--- config.mk ---
export PLATFORM = sky130hd
export DESIGN_NAME = modular_exponentiation
export DESIGN_NICKNAME = d
export VERILOG_FILES = /design/src/rtl/modular_exponentiation_pkg.sv /design/src/rtl/modular_exponentiation.sv
export SDC_FILE = /design/constraint.sdc
export NUM_CORES = 1
export LEC_CHECK = 0
export ABC_AREA = 0
export CAP_MARGIN = 20
export CORE_AREA = 3 3 202 204
export CTS_BUF_LIST = sky130_fd_sc_hd__clkbuf_8
export CTS_CLUSTER_SIZE = 40
export DETAILED_ROUTE_END_ITERATION = 8
export DIE_AREA = 0 0 205 207
export SLEW_MARGIN = 20
export SYNTH_ARGS = -nofsm -noshare
export SYNTH_HDL_FRONTEND = slang
export SYNTH_SLANG_ARGS = --single-unit
--- constraint.sdc ---
create_clock -name clk -period 6.4 [get_ports clk]
set_input_delay 0.96 -clock clk [delete_from_list [all_inputs] [get_ports clk]]
set_output_delay 0.96 -clock clk [all_outputs]
set_load 0.005 [all_outputs]
--- src/rtl/modular_exponentiation_pkg.sv ---
// Shared encodings for the modular exponentiation block and the multiplier stage beside it.
package modular_exponentiation_pkg;

  localparam int DEFAULT_SIZE = 64;

  typedef enum logic [2:0] {
    ST_IDLE = 3'd0,
    ST_REQ  = 3'd1,
    ST_WAIT = 3'd2,
    ST_STEP = 3'd3,
    ST_DONE = 3'd4
  } state_e;

  typedef enum logic [1:0] {
    OP_RED = 2'd0,
    OP_MUL = 2'd1,
    OP_SQR = 2'd2
  } op_e;

endpackage

--- src/rtl/modular_exponentiation.sv ---
// Right-to-left square-and-multiply base^exp mod m; every product is delegated
// to an external modular multiplier over an AXI-stream request/result pair.
module modular_exponentiation
  import modular_exponentiation_pkg::*;
#(
  parameter int SIZE = DEFAULT_SIZE
) (
  input  logic            clk,
  input  logic            rst,
  input  logic [SIZE-1:0] in_tdata_base,
  input  logic [SIZE-1:0] in_tdata_exp,
  input  logic [SIZE-1:0] in_tdata_mod,
  input  logic            in_tvalid,
  output logic            in_tready,
  output logic [SIZE-1:0] mm_a_tdata,
  output logic [SIZE-1:0] mm_b_tdata,
  output logic [SIZE-1:0] mm_mod_tdata,
  output logic            mm_tvalid,
  input  logic            mm_tready,
  input  logic [SIZE-1:0] mm_res_tdata,
  input  logic            mm_res_tvalid,
  output logic            mm_res_tready,
  output logic [SIZE-1:0] out_tdata,
  output logic            out_tvalid,
  input  logic            out_tready
);

  localparam logic [SIZE-1:0] ONE = {{(SIZE-1){1'b0}}, 1'b1};

  state_e          state_q, state_d;
  op_e             op_q, op_d;
  logic [SIZE-1:0] acc_q, acc_d;
  logic [SIZE-1:0] b_q, b_d;
  logic [SIZE-1:0] e_q, e_d;
  logic [SIZE-1:0] m_q, m_d;
  logic [SIZE-1:0] e_shr;
  logic [SIZE-1:0] opa, opb;

  assign e_shr = e_q >> 1;

  // Control state is reset; the datapath registers are only meaningful once a job is latched.
  always_ff @(posedge clk or posedge rst) begin
    if (rst) begin
      state_q <= ST_IDLE;
      op_q    <= OP_RED;
    end else begin
      state_q <= state_d;
      op_q    <= op_d;
    end
  end

  always_ff @(posedge clk) begin
    acc_q <= acc_d;
    b_q   <= b_d;
    e_q   <= e_d;
    m_q   <= m_d;
  end

  always_comb begin
    state_d = state_q;
    op_d    = op_q;
    acc_d   = acc_q;
    b_d     = b_q;
    e_d     = e_q;
    m_d     = m_q;
    case (state_q)
      ST_IDLE: begin
        if (in_tvalid) begin
          b_d = in_tdata_base;
          e_d = in_tdata_exp;
          m_d = in_tdata_mod;
          if (in_tdata_mod <= ONE) begin
            acc_d   = '0;
            state_d = ST_DONE;
          end else begin
            // First product base*1 reduces a base that may be >= m.
            acc_d   = ONE;
            op_d    = OP_RED;
            state_d = ST_REQ;
          end
        end
      end
      ST_REQ: begin
        if (mm_tready) state_d = ST_WAIT;
      end
      ST_WAIT: begin
        if (mm_res_tvalid) begin
          if (op_q == OP_MUL) begin
            acc_d = mm_res_tdata;
            e_d   = e_shr;
            if (e_shr != '0) begin
              op_d    = OP_SQR;
              state_d = ST_REQ;
            end else begin
              state_d = ST_DONE;
            end
          end else begin
            b_d     = mm_res_tdata;
            state_d = ST_STEP;
          end
        end
      end
      ST_STEP: begin
        if (e_q == '0) begin
          state_d = ST_DONE;
        end else if (e_q[0]) begin
          op_d    = OP_MUL;
          state_d = ST_REQ;
        end else begin
          e_d = e_shr;
          if (e_shr != '0) begin
            op_d    = OP_SQR;
            state_d = ST_REQ;
          end else begin
            state_d = ST_DONE;
          end
        end
      end
      ST_DONE: begin
        if (out_tready) state_d = ST_IDLE;
      end
      default: state_d = ST_IDLE;
    endcase
  end

  always_comb begin
    opa = (op_q == OP_MUL) ? acc_q : b_q;
    opb = (op_q == OP_RED) ? ONE : b_q;
  end

  // Data outputs are forced to zero outside the state that qualifies them.
  assign mm_tvalid     = (state_q == ST_REQ);
  assign mm_a_tdata    = mm_tvalid ? opa : '0;
  assign mm_b_tdata    = mm_tvalid ? opb : '0;
  assign mm_mod_tdata  = mm_tvalid ? m_q : '0;
  assign mm_res_tready = (state_q == ST_WAIT);
  assign out_tvalid    = (state_q == ST_DONE);
  assign out_tdata     = out_tvalid ? acc_q : '0;
  assign in_tready     = (state_q == ST_IDLE) & ~rst;

endmodule

# After elaboration in Yosys (flattened, before gate mapping)
# Cells that the tools add are included.
# Widths: inputs -> output; s select.
# totals
reg_bits	261
out_inout_bits	260
elab_cells	76
# classes
order_cmp	1
eq_ne	14
n_mux	39
bitwise_logic	2
reduce_logical	13
# op_table
operator	count
$mux 64	17
$pmux 64 s2	2
$pmux 64 s3	1
$le 64x1->1 const B	1
$logic_not 64->1	1
$reduce_bool 64->1	1
$mux 3	9
$pmux 3 s5	1
$mux 2	7
$ne 2x2->1 const B	6
$reduce_and 4->1	3
$reduce_and 6->1	2
$eq 3x2->1 const B	2
$ne 2x1->1 const B	3
$pmux 2 s3	1
$reduce_and 5->1	1
$eq 3x1->1 const B	1
$eq 3x3->1 const B	1
$logic_not 3->1	1
$reduce_bool 3->1	1
$eq 2x1->1 const B	1
$logic_not 2->1	1
$reduce_and 2->1	1
$reduce_bool 2->1	1
3 further kinds	3

# Longest topological paths before layout
# logic_depth
depth_word	5
ltp_mapped	9

# Worst setup path after synthesis
# Ideal clock, no wire load.
# synth_path
path_type	input -> register
startpoint	input mm_res_tvalid
endpoint	register acc_q[0] (enable)
setup_time_ns	0.581
t_arrival_ns	5.950
required_ns	5.819
slack_ns	-0.132
cell_stages	3
path_buffers	0
cell_sequence	and3b_1 nand2_1 a211oi_1
# synth_via
elab_chain_cells	2
# synth_rtl
element	line	rtl
start: declaration	modular_exponentiation.sv:21	input logic mm_res_tvalid,
$ne 2x2->1 (no line)	--	
$reduce_and 4->1 (no line)	--	
end signal: assignment	modular_exponentiation.sv:53	acc_q <= acc_d;
end: declaration	modular_exponentiation.sv:32	logic [SIZE-1:0] acc_q, acc_d;
# No other way between the ends.
# A chain may end at the register's enable or synchronous reset.

# Final worst setup path
# layout_path
startpoint	register state_q[1]
endpoint	output mm_b_tdata[10]
# layout_via
elab_chain_cells	2
# layout_rtl
element	line	rtl
start: declaration	modular_exponentiation.sv:30	state_e state_q, state_d;
start signal: assignment	modular_exponentiation.sv:47	state_q <= state_d;
$eq 3x1->1	modular_exponentiation.sv:132	assign mm_tvalid = (state_q == ST_REQ);
$mux 64	modular_exponentiation.sv:134	assign mm_b_tdata = mm_tvalid ? opb : '0;
end: declaration	modular_exponentiation.sv:16	output logic [SIZE-1:0] mm_b_tdata,
# No other way between the ends.

==> metrics <==
number of nets produced by synthesis=between 1000 and 1500; power density normalized to cell area=around 410 mW/mm^2; Via-to-Cell Ratio=~4.9; crit path max fanout=slightly below 70; total detailed-routing wirelength=46.1 mm; Gate Count Post-Synth=1016; number of antenna violations at the first check in global routing=9; number of DRC markers in iteration 0=between 500 and 600; most common cell type on the critical path=buf_4; Max VDD drop=0.000279 V; classification of the worst setup path=flip-flop to output pin; path category of the worst min-delay check=flip-flop to flip-flop; Worst-Margin Slew=between 1 and 1.5 ns; setup bufs post-CTS=0; list of cells traversed by the critical path=nor2_4, buf_4, nand2_2, buf_4, nor2_4, buf_4, and2_1, clkdlybuf4s50_1; Avg Cell Area, Syn=about 12 um^2; number of I/O pins=between 500 and 600; number of warnings reported in the yosys synthesis log=0; largest net degree at the start of global routing=between 70 and 80; final max-slew violation count=0; number of flops mapped to enable cells by yosys=approximately 260; run status=completed; number of placement rows=73; core outline area=between 0.03 and 0.04 mm^2; Congestion Overflow GR=0; final hold viol count=0; number of H-tree levels=2; final setup violating endpoints=0; most used flip-flop cell after synthesis=edfxtp_1; Filler Cells Inserted=3617; post-cts repair resize count=0; Worst Slack Setup Final=roughly 1.8 ns; worst endpoint required time=about 5.4 ns; DRC Markers=0; global-route wire length before repair=66.7 mm; maximum root-to-sink buffer count=3; skew final=about 0.014 ns; arrival time reported for the critical path endpoint=3.62 ns; area growth from synthesis to layout=53.2%; die width=approximately 210 um; DRT Pass-1 Iters=5; estimated wirelength of the detail-placed design=around 33 mm; total negative slack=0 ns; CTS Root Cell=clkbuf_8; worst slack at placement=around 2.4 ns; Leak=between 0.007 and 0.008 uW; CTS tree=built; Worst-path clk slew=around 0.060 ns; overall via count from detail_route=about 10000; clock insertion delay at the later pin of the skew report=around 0.58 ns; final critical path time including I/O delays and setup=between 4 and 5 ns; post-route fraction of the period consumed by the critical path=71.6%; CTS sink cnt=261; vias in the first global route=approximately 11000; Inserted Clock Buffers=45; count of unique library cells instantiated by Yosys=44; sum of internal, switching and leakage power=about 7600 uW; fraction of registers with async set or reset after synthesis=under 10%; number of synthesized register bits=between 200 and 300; gp weighted congestion=between 0.8 and 0.9; effective utilization at floorplan=a little under a third; Seq/Total Area, Yosys=63.4%; max-capacitance violation count=0; Rel. slew slack=around a third; Antenna Nets Post-Route=0; fraction of layout instances using a drive strength above 1=under 10%; slowest library cell on the worst path=dfrtp_1; Worst setup SP type=flip-flop; detail-routed net length per standard cell=about 22 um; stage delay of the slowest cell on the critical path=~0.53 ns; Die Y=207 um; NumNets Final=~1800; post-synth design cell area=~0.012 mm^2; number of buffer cells added on primary ports=approximately 520; CTS Hold Bufs=0; setup repair after global routing missed its margin=no; endpoint class of the critical path=output pin; Peak Freq=0.218 GHz; Die ar.=~0.042 mm^2; total routing resource utilization after global routing=between 20% and 30%; final core area utilization=a little under half
Yosys cell counts, types with 2 or more instances:
library cell	number	area, um^2
a211oi_1	2	15.0
clkbuf_1	47	176
o21ai_0	3	15.0
buf_2	9	45.0
o22a_1	2	17.5
nor4_1	29	181
nor2_1	10	37.5
dfrtp_1	5	125
a22o_1	62	543
and2_1	166	1040
a31oi_1	2	12.5
a21o_1	63	473
and3_1	64	400
and2_4	27	236
nand4_1	8	50.1
nor4_4	2	42.5
a21oi_2	2	17.5
inv_1	5	18.8
nand2_1	136	510
o22ai_1	2	12.5
buf_6	6	67.6
a21oi_1	69	345
nor3_1	3	15.0
nand2b_1	4	25.0
buf_1	14	52.6
edfxtp_1	256	7690
per-layer routing:
metal  vias to the layer above  part of all wire [%]  GRT usage [%]
met5                         -                 0.098              0
met4                         6                   4.0           9.50
met3                        94                    11           7.48
met2                       508                    48           35.0
met1                      4960                    37           23.8
li1                       4733                     -              -
cell families (layout without fill, tap and decap cells):
kind of cell,after synthesis,count (layout),synth area share (%)
simple gates,457,457,21.2
flops,261,261,63.4
compound gates,213,213,12.2
buf+inv,84,622,3.13
mux,1,1,0.0812
other cells,0,6,0
metrics by stage:
| step | cells | hold slack [ns] | cell area (um^2) |
|---|---|---|---|
| after global placement | 1999 | 0.549 | 18000 |
| final | 2085 | 0.569 | 18900 |
| after detailed placement | 1999 | 0.557 | 18000 |
| after global routing | 2085 | 0.589 | 18900 |
| after floorplan | 1016 | 0.533 | 12300 |
| after CTS | 2079 | 0.566 | 18900 |
flip-flops by register name (all words and copies together) (netlist names):
| name | flops |
|---|---|
| acc_q | 64 |
| b_q | 64 |
| e_q | 64 |
| m_q | 64 |
| op_q | 2 |
| state_q | 3 |
power breakdown:
group | internal (uW) | total [uW] | leakage, uW | switching [uW]
combinational | 1530 | 3160 | 0.00423 | 1630
sequential | 2720 | 3040 | 0.00249 | 319
clock | 759 | 1450 | 0.000484 | 689
path summary, 6_finish.rpt:
check                                            start                      to  slack [ns]  cells past startpoint
worst max-delay path            state_q[1]$_DFFE_PP0P_          mm_b_tdata[10]        1.82                      8
worst min-delay path                 e_q[36]$_DFFE_PP_       e_q[35]$_DFFE_PP_        0.57                      1
worst max register to register  state_q[0]$_DFFE_PP0P_       b_q[61]$_DFFE_PP_        2.74                      6
worst min register to register       e_q[36]$_DFFE_PP_       e_q[35]$_DFFE_PP_        0.57                      1
max in group asynchronous                          rst  state_q[0]$_DFFE_PP0P_        5.55                      2
min in group asynchronous                          rst  state_q[2]$_DFFE_PP0P_        0.63                      2
layout make-up:
type,instances,area (um^2),share of cell area (%)
clock inverters,33,188,0.994
repair buffers,536,5330,28.2
inverters,6,22.5,0.119
clock buffers,47,647,3.43
diodes,6,15.0,0.0795
multi-input cells,671,4210,22.3
well taps,525,657,3.48
flip-flops and latches,261,7810,41.4
cells in the final DEF, fill, tap and decap left out, drive strengths merged, types with 2 or more instances in the layout:
master and n:
a211oi 2, a21o 64, a21oi 71, a22o 62
a31oi 2, and2 193, and3 64, buf 15
bufinv 2, clkbuf 47, clkdlybuf4s50 521, clkinv 15
dfrtp 5, diode 6, edfxtp 256, inv 21
nand2 136, nand2b 5, nand4 8, nor2 11
nor3 3, nor4 32, o21ai 4, o22a 2
o22ai 2, or2 2
worst max-delay path, delay by kind of cell, from the launching register on:
family	cells	cell delay, ns
and+or+nand+nor	4	0.65
DFF	1	0.53
buffers and inverters	4	1.77
Note: power is estimated with default switching activity, not from simulation.
